`config.mk`:
```
export PLATFORM = sky130hd
export DESIGN_NAME = fizzbuzz_seq_ctrl
export DESIGN_NICKNAME = d
export VERILOG_FILES = /design/src/rtl/fizzbuzz_seq_ctrl.sv
export SDC_FILE = /design/constraint.sdc
export NUM_CORES = 1
export LEC_CHECK = 0
export ABC_AREA = 1
export CAP_MARGIN = 20
export CORE_MARGIN = 4
export CORE_UTILIZATION = 25
export DETAILED_ROUTE_END_ITERATION = 7
export PLACE_DENSITY_LB_ADDON = 0.08
export SYNTH_ARGS = -nofsm -noshare
export SYNTH_HDL_FRONTEND = slang
export SYNTH_SLANG_ARGS = --single-unit
export TNS_END_PERCENT = 30
```
`constraint.sdc`:
```
create_clock -name clk -period 2.1 [get_ports clk]
set_clock_uncertainty 0.2 [all_clocks]
set_input_delay 0.42 -clock clk [delete_from_list [all_inputs] [get_ports clk]]
set_output_delay 0.42 -clock clk [all_outputs]
set_load 0.005 [all_outputs]
```
`src/rtl/fizzbuzz_seq_ctrl.sv`:
```
// Run controller for the fizz/buzz stream: latches a run config on start and
// emits one classified value per beat over a valid/ready handshake.
module fizzbuzz_seq_ctrl #(
    parameter int CNT_W = 8,
    parameter int DIV_W = 4
) (
    input  logic             clk,
    input  logic             reset,
    input  logic             start,
    input  logic             abort,
    input  logic [DIV_W-1:0] cfg_fizz_div,
    input  logic [DIV_W-1:0] cfg_buzz_div,
    input  logic [CNT_W-1:0] cfg_limit,
    output logic             busy,
    output logic             done,
    output logic             cfg_err,
    output logic             out_valid,
    input  logic             out_ready,
    output logic [CNT_W-1:0] out_value,
    output logic             out_fizz,
    output logic             out_buzz,
    output logic             out_fizzbuzz
);

    typedef enum logic [1:0] {
        IDLE = 2'd0,
        RUN  = 2'd1,
        DONE = 2'd2
    } state_t;

    localparam logic [CNT_W-1:0] ONE_C = CNT_W'(1);
    localparam logic [DIV_W-1:0] ONE_D = DIV_W'(1);

    state_t           state, state_nx;
    logic [CNT_W-1:0] value, value_nx;
    logic [CNT_W-1:0] limit, limit_nx;
    logic [DIV_W-1:0] fdiv, fdiv_nx;
    logic [DIV_W-1:0] bdiv, bdiv_nx;
    logic [DIV_W-1:0] fres, fres_nx;
    logic [DIV_W-1:0] bres, bres_nx;
    logic             err, err_nx;

    logic in_run;
    logic fire;
    logic last;
    logic cfg_bad;

    assign in_run  = (state == RUN);
    assign fire    = in_run && out_ready;
    assign last    = (value == limit - ONE_C);
    assign cfg_bad = (cfg_fizz_div == '0) ||
                     (cfg_buzz_div == '0) ||
                     (cfg_limit == '0);

    always_ff @(posedge clk) begin
        if (reset) begin
            state <= IDLE;
            value <= '0;
            limit <= '0;
            fdiv  <= '0;
            bdiv  <= '0;
            fres  <= '0;
            bres  <= '0;
            err   <= 1'b0;
        end else begin
            state <= state_nx;
            value <= value_nx;
            limit <= limit_nx;
            fdiv  <= fdiv_nx;
            bdiv  <= bdiv_nx;
            fres  <= fres_nx;
            bres  <= bres_nx;
            err   <= err_nx;
        end
    end

    // Residues track value mod divisor incrementally; zero means divisible.
    always_comb begin
        state_nx = state;
        value_nx = value;
        limit_nx = limit;
        fdiv_nx  = fdiv;
        bdiv_nx  = bdiv;
        fres_nx  = fres;
        bres_nx  = bres;
        err_nx   = 1'b0;
        unique case (state)
            IDLE: begin
                if (start) begin
                    if (cfg_bad) begin
                        err_nx = 1'b1;
                    end else begin
                        fdiv_nx  = cfg_fizz_div;
                        bdiv_nx  = cfg_buzz_div;
                        limit_nx = cfg_limit;
                        value_nx = '0;
                        fres_nx  = '0;
                        bres_nx  = '0;
                        state_nx = RUN;
                    end
                end
            end
            RUN: begin
                if (abort) begin
                    state_nx = IDLE;
                end else if (fire) begin
                    if (last) begin
                        state_nx = DONE;
                    end else begin
                        value_nx = value + ONE_C;
                        fres_nx  = (fres == fdiv - ONE_D) ? '0 : fres + ONE_D;
                        bres_nx  = (bres == bdiv - ONE_D) ? '0 : bres + ONE_D;
                    end
                end
            end
            DONE: begin
                state_nx = IDLE;
            end
            default: begin
                state_nx = IDLE;
            end
        endcase
    end

    assign busy         = (state != IDLE);
    assign done         = (state == DONE);
    assign cfg_err      = err;
    assign out_valid    = in_run;
    assign out_value    = in_run ? value : '0;
    assign out_fizz     = in_run && (fres == '0);
    assign out_buzz     = in_run && (bres == '0);
    assign out_fizzbuzz = out_fizz && out_buzz;

endmodule

```
==> reports/metrics.yaml, run 1 <==
yosys_warnings: 0
syn_avg_cell_area_sq_um: 6.45
antenna_left: 0
syn_nets: 373
r2r_end: "value[1]"
wirelength_microns: 6430
holdCritStartpoint: "cfg_fizz_div[1]"
place.gp.congestion: 0.852
antenna_cells: 0
rows: 34
hold_end: "fdiv[1]"
grt_max_degree: 30
cts_made_buffers: 5
cts-root-buf: "clkbuf_8"
final_common_cell: "nand2_1"
cts_max_path_buffers: 2
wl_per_cell_microns: 12.2
drtPass1Iterations: 4
cts_htree_levels: 2
clock-sinks: 35
max_clock_freq_ghz: 0.489
drcViolationCount: 0
rr_startpoint: "limit[1]"
finalNetCount: 446
clkTransAtPathRegs_ns: 0.07
clock_latency_ns: 0.29
p_leak_nw: 1.51
vdd_drop_max_mv: 0.293
critical_path_arrival_ns: 2.07
fillers: 975
max_slew_margin_pct: 66.2
final_cell_mix: "nand2_1 (63), nor2_1 (57), buf_4 (36)"
whs_path_depth: 3
cp_slowest_cell: "clkdlybuf4s50_1"
p_per_area_nw_per_um2: 621
crit_path_max_fanout: 7
use_met1_pct: 15.9
place_area_sq_um: 2930
cts_tree: "done"
maxCapViolCount: 0
synth-seq-cells: 35
port_buffers: 35
die_h_microns: 102
ys_seq_area_share_pct: 31.6
status: "finished clean"
die_area_sq_um: 10400
antenna_found_initial: 0
cp_data_required_time_ns: 2.13
cp_common_cell: "nand2_1"
timing.hold.ws_ns: 0.273
post-route-period-util_pct: 97.5
io_pins: 36
hold_viol: 0
overflow: 0
grt.met2_usage_pct: 22.4
start_kind: "input pin"
period_needed_ns: 2.05
netlist_area_sq_um: 2220
reg2reg_depth: 13
grt-busiest-layer: "met2"
start_util_pct: 25.5
die_w_microns: 102
rrSetupSlack_ns: 0.09
fin_area_sq_um: 3230
drt_iter0_markers: 106
rsz0062_at_grt: "yes"
vias: 2343
finalPower_mw: 2.01
cpPeakStageDelay_ns: 0.43
grt_pass1_vias: 2314
slew_viol_final: 0
coreArea_sq_um: 8680
met3_usage_pct: 2.25
critPathKind: "input pin to flip-flop"
synth_cell_types: 28
worstMarginPinSlew_ns: 0.506
grt_pass1_wl_microns: 10600
syn-instance-count: 344
area_growth_pct: 45.7
hold_buffers: 0
cp_cell_sequence: "clkdlybuf4s50_1, nor4_2, buf_4, nand2_1, nand3b_1, nand2_4, clkbuf_16, nand2_1, nand2_1, nor2_1"
final-setup-viol-count: 0
grt_util_all_layers_pct: 12.7
via_per_inst: 4.45
worstHoldPathType: "input pin to flip-flop"
dp_hpwl_microns: 4820
final_layout_size_suffix_gt1_share_pct: 21.3
end_kind: "flip-flop"
-- cells by family after synthesis --
| kind of cell | count (synthesis) | share of synthesized area [%] |
|---|---|---|
| AOI/OAI and AO/OA | 48 | 11.2 |
| xor gates and xnor gates | 15 | 5.93 |
| adders and majority gates | 8 | 4.51 |
| buffers and inverters | 50 | 9.54 |
| DFF | 35 | 31.6 |
| and+or+nand+nor | 188 | 37.2 |
-- Yosys cell counts --
cell,instances,area (sq um)
o31ai_1,2,15.0
dfxtp_1,35,701
a21oi_1,22,110
a21oi_2,1,8.76
nor2_1,62,233
inv_2,1,3.75
nand3_1,31,155
inv_1,37,139
o21ai_1,1,5.00
xor2_1,5,43.8
nand2_1,65,244
buf_6,1,11.3
ha_1,8,100
nand2_2,3,18.8
nor4_1,5,31.3
nor3_1,1,5.00
clkbuf_1,6,22.5
buf_2,2,10.0
or3_1,1,6.26
nand3_2,1,10.0
nand4_1,5,31.3
clkbuf_2,2,10.0
xnor2_1,10,87.6
o21ai_0,22,110
buf_8,1,15.0
or2_2,1,6.26
nor2_2,11,68.8
nand3b_1,2,15.0
-- sequential cells by signal, summed over array words and instances, names as in the netlist --
register / count
limit: 8
value: 8
bdiv: 4
cfg_err: 1
state: 2
fres: 4
fdiv: 4
bres: 4
-- per-stage QoR --
stage / utilization, % / std cells / worst slack, ns / TNS, ns
final: 37.2 / 526 / 0.0530 / 0
after global routing: 37.2 / 526 / -0.0404 / -0.328
after CTS: 35.0 / 518 / -0.125 / -0.125
after detailed placement: 33.8 / 510 / -0.315 / -9.26
after global placement: 33.8 / 510 / -0.340 / -10.31
after floorplan: - / 344 / 0.0865 / 0
-- layout make-up --
class                      count  area [sq um]  share of cell area (%)
multi-input combinational    259          1390                    42.9
timing repair buffer          78           759                    23.5
sequential                    35           704                    21.8
inverter                      38           145                    4.49
tap                          108           135                    4.18
clock buffer                   8           100                    3.10
-- power breakdown --
| group | internal (mW) | total, mW | switching (mW) |
|---|---|---|---|
| Clock | 0.300 | 0.552 | 0.252 |
| Combinational | 0.329 | 0.670 | 0.341 |
| Sequential | 0.724 | 0.783 | 0.0597 |
| Total | 1.35 | 2.01 | 0.653 |
-- metal layers --
| layer | up-vias | part of all wire, % |
|---|---|---|
| met5 | - | 0 |
| met4 | 0 | 0.98 |
| met3 | 7 | 3.6 |
| met2 | 32 | 48 |
| met1 | 1055 | 48 |
| li1 | 1249 | - |
-- worst max-delay path by stage --
stage	cells past startpoint	slack, ns	start	to
floorplan	15	0.09	limit[0]	value[7]
global placement	10	-0.34	cfg_limit[7]	fres[2]
detailed placement	9	-0.31	cfg_limit[7]	fres[1]
CTS	4	-0.13	state[0]	out_valid
global route	13	-0.04	limit[1]	bres[0]
finish	10	0.05	cfg_limit[1]	value[1]
-- what timing repair did --
item | CTS | global route
gates cloned | 0 | 3
buffers inserted | 0 | 5
endpoints found under the setup margin | 32 | 37
gates resized for setup | 17 | 35
pin swaps | 1 | 12
-- critical path: cells and delay by family --
| family | cells | cell delay, ns |
|---|---|---|
| buffers and inverters | 3 | 0.80 |
| AND/OR/NAND/NOR | 7 | 0.84 |
No activity file was read; power rests on OpenSTA's default activity.
==> inputs of run 2 (changes only) <==
Settings changed: CORE_MARGIN 4 to unset.
==> run 2 against run 1 <==
Against the previous run:
- routed wire length is essentially flat
- die area shrank 11%
- flip-flop and latch count is the same
- clock power shrank 16%
- largest cell class unchanged
==> reports/metrics.yaml, run 2 (synthesis results as in run 1) <==
io_pins: 36
max_slew_margin_pct: 64.2
die_h_microns: 96.2
clkTransAtPathRegs_ns: 0.07
final-setup-viol-count: 0
die_area_sq_um: 9250
cts_max_path_buffers: 2
antenna_cells: 0
drt_iter0_markers: 67
cts_made_buffers: 5
wirelength_microns: 6430
grt_max_degree: 30
max_clock_freq_ghz: 0.494
timing.hold.ws_ns: 0.251
vias: 2347
drcViolationCount: 0
fillers: 937
start_kind: "flip-flop"
start_util_pct: 26.5
period_needed_ns: 2.02
finalNetCount: 448
status: "finished clean"
clock-sinks: 35
rsz0062_at_grt: "yes"
crit_path_max_fanout: 7
antenna_found_initial: 0
post-route-period-util_pct: 96.4
worstHoldPathType: "input pin to flip-flop"
coreArea_sq_um: 8380
cts_tree: "done"
critical_path_arrival_ns: 1.40
critPathKind: "flip-flop to output port"
port_buffers: 35
p_leak_nw: 1.44
cts-root-buf: "clkbuf_8"
grt_pass1_vias: 2059
cts_htree_levels: 2
die_w_microns: 96.2
dp_hpwl_microns: 4780
overflow: 0
p_per_area_nw_per_um2: 604
antenna_left: 0
area_growth_pct: 42.6
end_kind: "output port"
slew_viol_final: 0
final_cell_mix: "nand2_1 (64), nor2_1 (59), buf_4 (36)"
grt_pass1_wl_microns: 9920
grt_util_all_layers_pct: 14.2
via_per_inst: 4.49
hold_buffers: 0
hold_viol: 0
maxCapViolCount: 0
clock_latency_ns: 0.28
final_common_cell: "nand2_1"
largestRegisters: "limit x8, value x8"
fin_util_pct: 37.7
worstMarginPinSlew_ns: 0.537
vdd_drop_max_mv: 0.229
rows: 33
cp_data_required_time_ns: 1.48
place.gp.congestion: 0.800
wl_per_cell_microns: 12.3
drtPass1Iterations: 4
final_layout_size_suffix_gt1_share_pct: 21.5
run 2: cell types whose count changed in the layout (fill, tap and decap cells not counted), moves of 3 or more:
cell / change
buf_6: +3
dlymetal6s2s_1: -3
dlygate4sd2_1: -5
clkbuf_2: +7
run 2: metal layers:
layer	track usage [%]	wire length, microns
met1	18.1	3170
met2	24.3	3040
met3	2.61	182
met4	3.73	40
met5	0	0
run 2: area by class of cell:
class / instances / area (sq um) / share of cell area, %
Tap cell: 105 / 131 / 4.16
Inverter: 38 / 145 / 4.59
Multi-Input combinational cell: 259 / 1370 / 43.4
Timing Repair Buffer: 80 / 737 / 23.3
Sequential cell: 35 / 704 / 22.3
Clock buffer: 6 / 72.6 / 2.30
run 2: stage by stage:
step	TNS [ns]	instance area (sq um)	setup WS, ns	std cells	total power [mW]
after floorplan	0	2220	0.0865	344	1.17
after global placement	-10.36	2930	-0.337	509	1.41
after detailed placement	-8.91	2930	-0.293	509	1.41
after CTS	0	3010	0.0194	515	1.87
after global routing	-0.108	3160	-0.0234	523	2.04
final	0	3160	0.0766	523	1.91
run 2: power breakdown:
group	leakage, nW	switching (mW)	internal, mW
registers	0.290	0.0575	0.724
logic	1.11	0.340	0.327
clock network	0.0371	0.239	0.221
total	1.44	0.637	1.27
run 2: worst max-delay path: stages, from the launching register on:
cell and delay (ns):
dfxtp_2 0.32, inv_1 0.04, nor2_1 0.09, buf_4 0.15, inv_4 0.06, buf_12 0.14
nor2_1 0.07, dlygate4sd2_1 0.24
run 2: final timing paths:
| check | from | cells past startpoint | slack, ns | endpoint |
|---|---|---|---|---|
| hold reg to reg | limit[1] | 2 | 0.30 | limit[1] |
| hold / removal | cfg_fizz_div[0] | 3 | 0.25 | fdiv[0] |
| setup / recovery | state[0] | 7 | 0.08 | out_value[3] |
| setup reg to reg | limit[0] | 13 | 0.15 | value[1] |
run 2: repair_timing:
| item | in CTS | in global routing |
|---|---|---|
| setup endpoints to repair | 23 | 43 |
| pin swaps | 0 | 10 |
| gates cloned | 0 | 3 |
| setup buffers | 0 | 5 |
| resized for setup | 18 | 42 |
==> inputs of run 3 (changes only) <==
Settings changed: GPL_TIMING_DRIVEN set to 0.
==> run 3 against run 2 <==
Against the previous run:
- the flow now finishes with violations (negative setup slack)
- maximum frequency down 3.8%
- via count down 1.8%
- core utilization down 0.93 points
- worst setup slack worse by 0.079 ns
- final area shrank 2.5%
- count of clock-buffer cells in the layout increased by 2
- non-clock buffer count decreased by 21
==> reports/metrics.yaml, run 3 (synthesis results as in run 1) <==
area_growth_pct: 39.1
period_needed_ns: 2.10
largestRegisters: "limit x8, value x8"
grt_util_all_layers_pct: 15.3
cts_max_path_buffers: 2
antenna_found_initial: 0
max_clock_freq_ghz: 0.476
start_kind: "flip-flop"
rsz0062_at_grt: "yes"
p_leak_nw: 1.34
port_buffers: 35
end_kind: "flip-flop"
finalNetCount: 427
cp_cell_sequence: "inv_6, ha_4, xnor2_1, nor2_1, nand3_1, nor2_2, nand3_2, nand2_4, nand2_4, buf_8, clkbuf_16, nor2_2, nor2_1"
drtPass1Iterations: 4
crit_path_max_fanout: 6
cts_made_buffers: 5
start_util_pct: 26.5
via_per_inst: 4.57
critPathTopFamily: "simple AND/OR/NAND/NOR gates"
vdd_drop_max_mv: 0.236
dp_hpwl_microns: 4830
place.gp.congestion: 0.801
clock-sinks: 35
grt_pass1_wl_microns: 10500
critical_path_arrival_ns: 2.11
post-route-period-util_pct: 100
cp_data_required_time_ns: 2.11
cpPeakStageDelay_ns: 0.37
violations: "negative setup slack"
cts_htree_levels: 2
clock_latency_ns: 0.30
io_pins: 36
overflow: 0
drt_iter0_markers: 67
final_layout_size_suffix_gt1_share_pct: 18.3
clkTransAtPathRegs_ns: 0.08
worstHoldPathType: "input pin to flip-flop"
dp_slack_ns: -0.654
wirelength_microns: 6570
hold_buffers: 0
drcViolationCount: 0
antenna_cells: 0
antenna_left: 0
final_cell_mix: "nand2_1 (65), nor2_1 (56), inv_1 (32)"
vias: 2305
final_common_cell: "nand2_1"
fillers: 934
die_w_microns: 96.2
slew_viol_final: 0
grt_max_degree: 11
timing.hold.ws_ns: 0.268
worst-path-buf-inv: 3
cp_slowest_cell: "dfxtp_4"
die_area_sq_um: 9250
stdcell_count: 504
status: "finished, violations left"
die_h_microns: 96.2
max_slew_margin_pct: 65.6
worstMarginPinSlew_ns: 0.516
cts-root-buf: "clkbuf_8"
coreArea_sq_um: 8380
cts_tree: "done"
grt_pass1_vias: 2079
p_per_area_nw_per_um2: 651
wl_per_cell_microns: 13.0
hold_viol: 0
critPathKind: "flip-flop to flip-flop"
placedCellCount: 484
maxCapViolCount: 0
postLayoutSetupSlackWorst_ns: -0.00257
rows: 33
final-setup-viol-count: 1
## run 3: final cells by class
class	count	area, sq um	share of cell area, %
Sequential cell	35	713	23.1
Timing Repair Buffer	47	462	15.0
Multi-Input combinational cell	259	1410	45.7
Clock buffer	8	100	3.25
Inverter	38	150	4.87
Tap cell	105	131	4.26
Buffer	12	118	3.81
## run 3: worst paths after layout
| check | startpoint | endpoint | slack (ns) | cells past startpoint |
|---|---|---|---|---|
| setup reg to reg | limit[0] | fres[3] | -0.003 | 13 |
| hold / removal | cfg_fizz_div[1] | fdiv[1] | 0.27 | 3 |
| setup / recovery | limit[0] | fres[3] | -0.003 | 13 |
| hold reg to reg | fdiv[2] | fdiv[2] | 0.29 | 2 |
## run 3: worst register-to-register path, stage by stage (launching register included)
cell and delay [ns]:
dfxtp_4 0.37, inv_6 0.04, ha_4 0.23, xnor2_1 0.12, nor2_1 0.10, nand3_1 0.09
nor2_2 0.11, nand3_2 0.13, nand2_4 0.13, nand2_4 0.08, buf_8 0.15, clkbuf_16 0.16
nor2_2 0.07, nor2_1 0.05
## run 3: through the flow
step	setup TNS, ns	power [mW]	utilization (%)	instance area (sq um)
floorplan	0	1.17	-	2220
global placement	-17.82	1.35	32.2	2700
detailed placement	-18.75	1.35	32.2	2700
CTS	-0.429	1.97	34.8	2910
global route	-1.65	2.14	36.8	3080
finish	-0.00257	2.01	36.8	3080
## run 3: per-layer routing
layer	wire, microns	vias to the layer above	global-route usage, %	share of wire, %
met5	0	-	0	0
met4	90	0	5.97	1.4
met3	180	8	2.37	2.7
met2	3150	27	25.5	48
met1	3150	1053	19.7	48
li1	-	1217	-	-
## run 3: power breakdown
part | internal, mW | switching (mW)
Combinational | 0.298 | 0.333
Clock | 0.300 | 0.278
Sequential | 0.725 | 0.0735
## run 3: repair_timing
item                                    CTS  global route
gates cloned                              0             2
endpoints found under the setup margin   45            44
gates resized for setup                  45            34
setup buffers                             4             6
pin swaps                                 1             7
